### config.mk
export PLATFORM = sky130hd
export DESIGN_NAME = mdio_master_flat
export DESIGN_NICKNAME = d
export VERILOG_FILES = /design/src/rtl/mdio_master_if.sv /design/src/rtl/mdio_master.sv /design/src/flat_wrapper.sv
export SDC_FILE = /design/constraint.sdc
export NUM_CORES = 1
export LEC_CHECK = 0
export BUFFER_PORTS_ARGS = -buffer_cell sky130_fd_sc_hd__buf_2
export CAP_MARGIN = 20
export CELL_PAD_IN_SITES_DETAIL_PLACEMENT = 1
export CELL_PAD_IN_SITES_GLOBAL_PLACEMENT = 1
export CORE_UTILIZATION = 47
export DETAILED_ROUTE_END_ITERATION = 8
export GPL_ROUTABILITY_DRIVEN = 0
export PLACE_DENSITY = 0.89
export REMOVE_ABC_BUFFERS = 1
export SYNTH_ARGS = -nofsm -noshare
export SYNTH_HDL_FRONTEND = slang
export SYNTH_SLANG_ARGS = --single-unit
### constraint.sdc
create_clock -name clk -period 5.85 [get_ports clk]
set_input_delay 0.8775 -clock clk [delete_from_list [all_inputs] [get_ports clk]]
set_output_delay 0.8775 -clock clk [all_outputs]
set_load 0.02 [all_outputs]
### src/rtl/mdio_master_if.sv
`default_nettype none
// ============================================================================
// Module      : mdio_master_if
// Description : Command/response handshake plus the split MDC/MDIO pin
//               bundle of the clause-22 management master.
// Revision    : 1.0 - initial release
// ============================================================================
interface mdio_master_if;
    logic        cmd_valid;
    logic        cmd_ready;
    logic        cmd_write;
    logic [4:0]  cmd_phy_addr;
    logic [4:0]  cmd_reg_addr;
    logic [15:0] cmd_wdata;
    logic        rsp_valid;
    logic [15:0] rsp_rdata;
    logic        rsp_err;
    logic        mdc;
    logic        mdio_o;
    logic        mdio_t;
    logic        mdio_i;

    // Environment view: issues commands, observes responses and pins, and
    // returns the resolved MDIO line.
    modport master (
        output cmd_valid, cmd_write, cmd_phy_addr, cmd_reg_addr, cmd_wdata,
        input  cmd_ready, rsp_valid, rsp_rdata, rsp_err,
        input  mdc, mdio_o, mdio_t,
        output mdio_i
    );

    // Management master view.
    modport slave (
        input  cmd_valid, cmd_write, cmd_phy_addr, cmd_reg_addr, cmd_wdata,
        output cmd_ready, rsp_valid, rsp_rdata, rsp_err,
        output mdc, mdio_o, mdio_t,
        input  mdio_i
    );
endinterface
`default_nettype wire

### src/rtl/mdio_master.sv
`default_nettype none
// ============================================================================
// Module      : mdio_master
// Description : IEEE 802.3 clause-22 MDIO master. One read or write frame per
//               accepted command, MDC divided from clk, split MDIO pin pair.
// Revision    : 1.0 - initial release
// ============================================================================
module mdio_master #(
    parameter int MDC_DIV     = 50,
    parameter bit PREAMBLE_EN = 1'b1
) (
    input  wire logic    clk,
    input  wire logic    rst,
    mdio_master_if.slave bus
);

    localparam int                 c_DIV_W    = $clog2(MDC_DIV);
    localparam logic [c_DIV_W-1:0] c_DIV_LAST = c_DIV_W'(MDC_DIV - 1);
    localparam logic [c_DIV_W-1:0] c_DIV_HALF = c_DIV_W'(MDC_DIV / 2);

    typedef enum logic [2:0] {
        S_IDLE = 3'd0,
        S_PRE  = 3'd1,
        S_HDR  = 3'd2,
        S_TA   = 3'd3,
        S_DATA = 3'd4,
        S_DONE = 3'd5
    } state_t;

    state_t               r_state_q,     w_state_d;
    logic [c_DIV_W-1:0]   r_div_q,       w_div_d;
    logic [5:0]           r_bit_q,       w_bit_d;
    logic                 r_write_q,     w_write_d;
    logic [31:0]          r_tx_q,        w_tx_d;
    logic [15:0]          r_rx_q,        w_rx_d;
    logic                 r_ta_err_q,    w_ta_err_d;
    logic                 r_cmd_ready_q, w_cmd_ready_d;
    logic                 r_rsp_valid_q, w_rsp_valid_d;
    logic [15:0]          r_rsp_rdata_q, w_rsp_rdata_d;
    logic                 r_rsp_err_q,   w_rsp_err_d;
    logic                 r_mdc_q,       w_mdc_d;
    logic                 r_mdio_o_q,    w_mdio_o_d;
    logic                 r_mdio_t_q,    w_mdio_t_d;

    // Frame sequencing, read capture and next values of the registered pins.
    always_comb begin
        w_state_d     = r_state_q;
        w_div_d       = r_div_q;
        w_bit_d       = r_bit_q;
        w_write_d     = r_write_q;
        w_tx_d        = r_tx_q;
        w_rx_d        = r_rx_q;
        w_ta_err_d    = r_ta_err_q;
        w_rsp_valid_d = 1'b0;
        w_rsp_rdata_d = r_rsp_rdata_q;
        w_rsp_err_d   = r_rsp_err_q;

        unique case (r_state_q)
            S_IDLE: begin
                if (bus.cmd_valid) begin
                    w_write_d  = bus.cmd_write;
                    // ST, OP, PHYAD, REGAD, write TA, DATA shifted out MSB first
                    w_tx_d     = {2'b01, (bus.cmd_write ? 2'b01 : 2'b10),
                                  bus.cmd_phy_addr, bus.cmd_reg_addr, 2'b10,
                                  bus.cmd_wdata};
                    w_div_d    = '0;
                    w_ta_err_d = 1'b0;
                    if (PREAMBLE_EN) begin
                        w_state_d = S_PRE;
                        w_bit_d   = 6'd31;
                    end else begin
                        w_state_d = S_HDR;
                        w_bit_d   = 6'd13;
                    end
                end
            end
            S_PRE, S_HDR, S_TA, S_DATA: begin
                // First cycle of MDC high: PHY data is stable here
                if (r_div_q == c_DIV_HALF) begin
                    if (r_state_q == S_TA && r_bit_q == 6'd0 && !r_write_q) begin
                        w_ta_err_d = bus.mdio_i;
                    end
                    if (r_state_q == S_DATA) begin
                        w_rx_d = {r_rx_q[14:0], bus.mdio_i};
                    end
                end
                if (r_div_q == c_DIV_LAST) begin
                    w_div_d = '0;
                    if (r_state_q != S_PRE) begin
                        w_tx_d = {r_tx_q[30:0], 1'b0};
                    end
                    if (r_bit_q == 6'd0) begin
                        case (r_state_q)
                            S_PRE: begin
                                w_state_d = S_HDR;
                                w_bit_d   = 6'd13;
                            end
                            S_HDR: begin
                                w_state_d = S_TA;
                                w_bit_d   = 6'd1;
                            end
                            S_TA: begin
                                w_state_d = S_DATA;
                                w_bit_d   = 6'd15;
                            end
                            default: begin
                                w_state_d     = S_DONE;
                                w_rsp_valid_d = 1'b1;
                                w_rsp_rdata_d = r_write_q ? 16'h0000 : r_rx_q;
                                w_rsp_err_d   = r_write_q ? 1'b0 : r_ta_err_q;
                            end
                        endcase
                    end else begin
                        w_bit_d = r_bit_q - 6'd1;
                    end
                end else begin
                    w_div_d = r_div_q + c_DIV_W'(1);
                end
            end
            S_DONE: begin
                w_state_d = S_IDLE;
            end
            default: begin
                w_state_d = S_IDLE;
            end
        endcase

        // Pin values are derived from the next state so they are registered
        w_cmd_ready_d = (w_state_d == S_IDLE);
        w_mdio_o_d    = 1'b1;
        w_mdio_t_d    = 1'b1;
        w_mdc_d       = 1'b0;
        unique case (w_state_d)
            S_PRE: begin
                w_mdio_t_d = 1'b0;
            end
            S_HDR: begin
                w_mdio_t_d = 1'b0;
                w_mdio_o_d = w_tx_d[31];
            end
            S_TA, S_DATA: begin
                if (w_write_d) begin
                    w_mdio_t_d = 1'b0;
                    w_mdio_o_d = w_tx_d[31];
                end
            end
            default: begin
            end
        endcase
        if (w_state_d inside {S_PRE, S_HDR, S_TA, S_DATA}) begin
            w_mdc_d = (w_div_d >= c_DIV_HALF);
        end
    end

    // State and output registers with synchronous reset.
    always_ff @(posedge clk) begin
        if (rst) begin
            r_state_q     <= S_IDLE;
            r_div_q       <= '0;
            r_bit_q       <= 6'd0;
            r_write_q     <= 1'b0;
            r_tx_q        <= 32'h0;
            r_rx_q        <= 16'h0;
            r_ta_err_q    <= 1'b0;
            r_cmd_ready_q <= 1'b1;
            r_rsp_valid_q <= 1'b0;
            r_rsp_rdata_q <= 16'h0;
            r_rsp_err_q   <= 1'b0;
            r_mdc_q       <= 1'b0;
            r_mdio_o_q    <= 1'b1;
            r_mdio_t_q    <= 1'b1;
        end else begin
            r_state_q     <= w_state_d;
            r_div_q       <= w_div_d;
            r_bit_q       <= w_bit_d;
            r_write_q     <= w_write_d;
            r_tx_q        <= w_tx_d;
            r_rx_q        <= w_rx_d;
            r_ta_err_q    <= w_ta_err_d;
            r_cmd_ready_q <= w_cmd_ready_d;
            r_rsp_valid_q <= w_rsp_valid_d;
            r_rsp_rdata_q <= w_rsp_rdata_d;
            r_rsp_err_q   <= w_rsp_err_d;
            r_mdc_q       <= w_mdc_d;
            r_mdio_o_q    <= w_mdio_o_d;
            r_mdio_t_q    <= w_mdio_t_d;
        end
    end

    assign bus.cmd_ready = r_cmd_ready_q;
    assign bus.rsp_valid = r_rsp_valid_q;
    assign bus.rsp_rdata = r_rsp_rdata_q;
    assign bus.rsp_err   = r_rsp_err_q;
    assign bus.mdc       = r_mdc_q;
    assign bus.mdio_o    = r_mdio_o_q;
    assign bus.mdio_t    = r_mdio_t_q;

endmodule
`default_nettype wire

### src/flat_wrapper.sv
// flat-port wrapper written by rule: the top's interface ports become plain ports
module mdio_master_flat 
#(
    parameter int MDC_DIV     = 50,
    parameter bit PREAMBLE_EN = 1'b1
)
  (clk, rst, bus_cmd_valid, bus_cmd_write, bus_cmd_phy_addr, bus_cmd_reg_addr, bus_cmd_wdata, bus_cmd_ready, bus_rsp_valid, bus_rsp_rdata, bus_rsp_err, bus_mdc, bus_mdio_o, bus_mdio_t, bus_mdio_i);
  mdio_master_if bus_i ();
  input  wire logic clk;
  input  wire logic rst;
  input wire logic [$bits(bus_i.cmd_valid)-1:0] bus_cmd_valid;
  input wire logic [$bits(bus_i.cmd_write)-1:0] bus_cmd_write;
  input wire logic [$bits(bus_i.cmd_phy_addr)-1:0] bus_cmd_phy_addr;
  input wire logic [$bits(bus_i.cmd_reg_addr)-1:0] bus_cmd_reg_addr;
  input wire logic [$bits(bus_i.cmd_wdata)-1:0] bus_cmd_wdata;
  output wire logic [$bits(bus_i.cmd_ready)-1:0] bus_cmd_ready;
  output wire logic [$bits(bus_i.rsp_valid)-1:0] bus_rsp_valid;
  output wire logic [$bits(bus_i.rsp_rdata)-1:0] bus_rsp_rdata;
  output wire logic [$bits(bus_i.rsp_err)-1:0] bus_rsp_err;
  output wire logic [$bits(bus_i.mdc)-1:0] bus_mdc;
  output wire logic [$bits(bus_i.mdio_o)-1:0] bus_mdio_o;
  output wire logic [$bits(bus_i.mdio_t)-1:0] bus_mdio_t;
  input wire logic [$bits(bus_i.mdio_i)-1:0] bus_mdio_i;
  assign bus_i.cmd_valid = bus_cmd_valid;
  assign bus_i.cmd_write = bus_cmd_write;
  assign bus_i.cmd_phy_addr = bus_cmd_phy_addr;
  assign bus_i.cmd_reg_addr = bus_cmd_reg_addr;
  assign bus_i.cmd_wdata = bus_cmd_wdata;
  assign bus_cmd_ready = bus_i.cmd_ready;
  assign bus_rsp_valid = bus_i.rsp_valid;
  assign bus_rsp_rdata = bus_i.rsp_rdata;
  assign bus_rsp_err = bus_i.rsp_err;
  assign bus_mdc = bus_i.mdc;
  assign bus_mdio_o = bus_i.mdio_o;
  assign bus_mdio_t = bus_i.mdio_t;
  assign bus_i.mdio_i = bus_mdio_i;
  mdio_master #(.MDC_DIV(MDC_DIV), .PREAMBLE_EN(PREAMBLE_EN)) u_core (.clk(clk), .rst(rst), .bus(bus_i));
endmodule
* Word level (Yosys, flattened, before mapping)
Cells that the tools add are included.
** Word-level totals
- Output and inout bits :: 22
- Bits in registers :: 87
- Logic and storage cells :: 90
- Bits of input ports :: 31
** Operators by class
- Multiplexer cells :: 31
- Magnitude comparators :: 1
- Bitwise logic cells :: 5
- Eq/ne operators :: 17
- Add/subtract/negate cells :: 2
- Reduce and logical (&&, ||, !) cells :: 19
** Operators by type and width (count)
- $mux W32 :: 3
- $pmux W32 S2 :: 1
- $mux W6 :: 5
- $pmux W6 S2 :: 2
- $pmux W6 S3 :: 1
- $mux W16 :: 1
- $reduce_and A4 Y1 :: 4
- $eq A3 B2 Y1 const B :: 4
- $mux W1 :: 9
- $mux W3 :: 3
- $pmux W3 S3 :: 1
- $ne A2 B1 Y1 const B :: 4
- $reduce_or A4 Y1 :: 2
- $add A6 B1 Y6 const B :: 1
- $eq A3 B1 Y1 const B :: 2
- $eq A3 B3 Y1 const B :: 2
- $eq A6 B5 Y1 const B :: 1
- $eq A6 B6 Y1 const B :: 1
- $ge A6 B5 Y1 const B :: 1
- $logic_not A3 Y1 :: 2
- $logic_not A6 Y1 :: 1
- $pmux W1 S2 :: 3
- $pmux W3 S2 :: 1
- $reduce_or A2 Y1 :: 3
- 12 further kinds :: 17

* Logic depth before layout (Yosys ltp)
- Depth in word-level cells :: 9
- Gate-level depth with buffers :: 9
- Gate-level depth less buffers :: 7

* Worst setup path before layout
OpenSTA, ideal clock, no wires.
- Kind :: input port to flip-flop
- Start point :: input port bus_cmd_valid
- End point :: register u_core.r_mdio_t_q (netlist: u_core.bus.mdio_t)
- Path buffers :: 1
- Arrival time :: 2.064 ns
- Data required time :: 5.749 ns
- Setup time :: 0.101 ns
- Slack :: 3.685 ns
- Cell stages on the path :: 6
- Cell sequence :: or4b_1 -> buf_2 -> o211ai_1 -> mux2_2 -> a21oi_1 -> o41ai_1
** Between the ends
- Longest elaborated chain between the ends :: 5
- Elaborated cells on any way between the ends :: 12
- Those cells by class :: eq/ne: 4; mux: 6; reduce/logical: 2
** RTL lines
- from (decl) :: RTL line flat_wrapper.sv:11 : input wire logic [$bits(bus_i.cmd_valid)-1:0] bus_cmd_valid;
- $mux W3 :: RTL line mdio_master.sv:60 : if (bus.cmd_valid) begin
- $pmux W3 S2 :: RTL line mdio_master.sv:58 : unique case (r_state_q)
- $eq A3 B3 Y1, or another cell as far along :: RTL line mdio_master.sv:133 : unique case (w_state_d)
- $reduce_or A2 Y1 (on tied branches)
- $pmux W1 S2 (*) :: RTL line mdio_master.sv:133
- to (signal assigned) :: RTL line mdio_master.sv:186 : r_mdio_t_q <= w_mdio_t_d;
- to (decl) :: RTL line mdio_master.sv:43 : logic r_mdio_t_q, w_mdio_t_d;
Mark *: on every way between the ends. The rest lies on a longest branch, timed or not.
A chain may end at the register's enable or synchronous reset.

* Worst setup path after layout
- Start point :: register u_core.r_state_q[2]
- End point :: register u_core.r_tx_q[1]
** Between the ends
- Longest elaborated chain between the ends :: 4
- Elaborated cells on any way between the ends :: 13
- Those cells by class :: eq/ne: 8; mux: 1; reduce/logical: 4
** RTL lines
- from (decl) :: RTL line mdio_master.sv:30 : state_t r_state_q, w_state_d;
- from (signal assigned) :: RTL line mdio_master.sv:173 : r_state_q <= w_state_d;
- $eq A3 B1 Y1, or another cell as far along :: RTL line mdio_master.sv:58
- $reduce_or A4 Y1 :: RTL line mdio_master.sv:58
- $ne A2 B1 Y1 (no line) / $reduce_bool A2 Y1 (equally long branches)
- $reduce_and A4 Y1 (no line)
- to (signal assigned) :: RTL line mdio_master.sv:177 : r_tx_q <= w_tx_d;
- to (decl) :: RTL line mdio_master.sv:34 : logic [31:0] r_tx_q, w_tx_d;
Several ways; a longest one is shown, not always the timed one.

==> results.sh <==
export IMPL_grt_max_degree=41
export IMPL_cp_arrival_ns=3.28
export IMPL_slew_violations=0
export IMPL_synthDistinctLibCells=61
export IMPL_dpl_hpwl_um=6920
export IMPL_power_density_nw_per_um2=276
export IMPL_dr_pass1_iters=5
export IMPL_rsz0062_at_grt="no"
export IMPL_grt_overflow=0
export IMPL_worst_path_largest_cell_delay_ns=0.73
export IMPL_worstPathCellList="or3b_1 > a211oi_4 > or2_1 > nor2_1 > nor3_1"
export IMPL_post_cts_buffers=0
export IMPL_drcViolationCount=0
export IMPL_antenna_found_initial=0
export IMPL_post_cts_resized=0
export IMPL_worstPathRequired_ns=6.12
export IMPL_synthCells=431
export IMPL_fin_area_um2=4330
export IMPL_synth_avg_cell_area_um2=8.99
export IMPL_io_buffers=52
export IMPL_cts_tree="built"
export IMPL_p_leak_nw=1.65
export IMPL_tightest_slew_ns=1.01
export IMPL_fin_nets=501
export IMPL_synth_edf_count=0
export IMPL_ys_seq_elements=87
export IMPL_endpoint_kind="register"
export IMPL_num_rows=32
export IMPL_insertion_delay_ns=0.37
export IMPL_cts_root_buf="clkbuf_8"
export IMPL_grt_first_pass_wirelength_um=17100
export IMPL_hold_path_class="register to register"
export IMPL_first_global_vias=3550
export IMPL_dieArea_um2=8610
export IMPL_diodes=0
export IMPL_grt_usage_pct=25.0
export IMPL_synth_top_area_cell="dfxtp_1"
export IMPL_start_util_pct=49.4
export IMPL_cts_made_buffers=9
export IMPL_h_tree_depth=3
export IMPL_core_um2=7850
export IMPL_critical_path_class="register to register"
export IMPL_startpoint_type="register"
export IMPL_fin_tns_setup_ns=0
export IMPL_cts_path_max_buffers=2
export IMPL_synth_cell_area_um2=3870
export IMPL_yosys_top_cells_area="dfxtp_1 45%, a21oi_1 5.8%, nand2_1 5.2%"
export IMPL_vias=3463
export IMPL_finalSetupViolations=0
export IMPL_fmax_mhz=333
export IMPL_slowest_stage="a211oi_4"
export IMPL_hold_viol_final=0
export IMPL_wl_um=10000
export IMPL_relSlewSlack_pct=32.6
export IMPL_clk_pin_slew_ns=0.10
export IMPL_drt_iter0_drc=161
export IMPL_drive_gt1_share_pct=22.3
export IMPL_synth_warnings=0
export IMPL_num_io_pins=53
export IMPL_period_share_pct=51.4
export IMPL_fin_crit_ns=3.01
export IMPL_path_max_fanout=19
export IMPL_die_y_um=92.8
export IMPL_synth_top_area_share_pct=45.0
export IMPL_ir_drop_mv=0.210
export IMPL_ys_flop_type="dfxtp_1"
export IMPL_synth_seq_area_share_pct=45.0
export IMPL_area_growth_pct=11.9
export IMPL_cts_sinks=87
export IMPL_cts_hold_buffers_added=0
export IMPL_clock_skew_final_ns=0.0133
export IMPL_antenna_left=0
export IMPL_vias_per_cell=6.04
export IMPL_drv_cap=0
export IMPL_placed_area_um2=4140
export IMPL_outcome="completed"
export IMPL_avgRoutedWirePerCell_um=17.5
export IMPL_async_reset_ff_share_pct=0
export IMPL_die_x_um=92.8
[report_power, final]
group | total (mW) | switching, mW | internal [mW]
logic | 0.142 | 0.0883 | 0.0537
registers | 0.634 | 0.0194 | 0.615
clock network | 0.418 | 0.250 | 0.169
[cell families after synthesis]
kind of cell,after synthesis,share of synthesized area (%)
DFF,87,45.0
buffers and inverters,40,4.75
AOI/OAI and AO/OA,138,26.6
adders and majority gates,4,1.29
muxes,3,0.807
and+or+nand+nor,159,21.6
[Yosys cell counts, drive strengths merged, types with 3 or more instances]
| master | number |
|---|---|
| a211oi | 7 |
| a21oi | 45 |
| a221oi | 16 |
| a22o | 17 |
| a22oi | 12 |
| a31oi | 7 |
| and2 | 6 |
| buf | 16 |
| clkbuf | 16 |
| dfxtp | 87 |
| ha | 4 |
| inv | 8 |
| nand2 | 54 |
| nand3 | 4 |
| nor2 | 39 |
| nor3 | 26 |
| nor4 | 3 |
| o211ai | 4 |
| o21ai | 10 |
| o31ai | 3 |
| or3 | 4 |
| or3b | 3 |
[state kept, by name, summed over array words and instances, names as in the netlist, 3 cells and up]
name and count:
u_core.r_state_q 3, u_core.bus.rsp_rdata 16, u_core.r_div_q 6, u_core.r_tx_q 32, u_core.r_bit_q 6, u_core.r_rx_q 16
[stage by stage]
stage	power [mW]	hold WS, ns	utilization (%)	std cells	worst slack, ns
2_1_floorplan	0.735	0.426	-	399	2.78
3_3_place_gp	0.780	0.444	52.8	557	3.01
3_5_place_dp	0.788	0.446	52.8	557	2.87
4_1_cts	1.20	0.460	55.2	573	2.84
5_1_grt	1.24	0.492	55.2	573	2.60
6_report	1.19	0.459	55.2	573	2.84
[critical path: cells and delay by family (launching register included)]
family,cells,cell delay [ns]
flops,1,0.68
compound gates,1,0.73
simple gates,4,1.50
[cell type report]
class | count | area [um^2]
fillers | 952 | 3510
multi-input cells | 304 | 1950
flip-flops and latches | 87 | 1740
repair buffers | 56 | 290
well taps | 102 | 128
clock buffers | 9 | 124
clock inverters | 7 | 70.1
inverters | 8 | 30.0
[worst paths after layout]
path / from / to / slack [ns] / cells after the start
worst max-delay path: u_core.r_state_q[2] / u_core.r_tx_q[1] / 2.84 / 5
worst max register to register: u_core.r_state_q[2] / u_core.r_tx_q[1] / 2.84 / 5
worst min-delay path: u_core.r_rx_q[15] / u_core.r_rx_q[15] / 0.46 / 2
worst min register to register: u_core.r_rx_q[15] / u_core.r_rx_q[15] / 0.46 / 2
[layout by cell type, fill, tap and decap left out, drive strengths merged, types with 9 or more instances in the layout]
cell / n
buf: 56
a221oi: 16
inv: 13
nor2: 39
a21oi: 45
nand2: 54
o21ai: 10
dfxtp: 87
clkbuf: 9
a22o: 17
a22oi: 12
nor3: 26
[per-layer routing]
layer | vias up | global-route usage, % | wire length [um]
li1 | 1657 | - | -
met1 | 1714 | 31.0 | 4560
met2 | 78 | 44.5 | 5000
met3 | 14 | 3.61 | 336
met4 | 0 | 7.31 | 121
met5 | - | 0 | 0
Power figures use the tool's default switching activity.
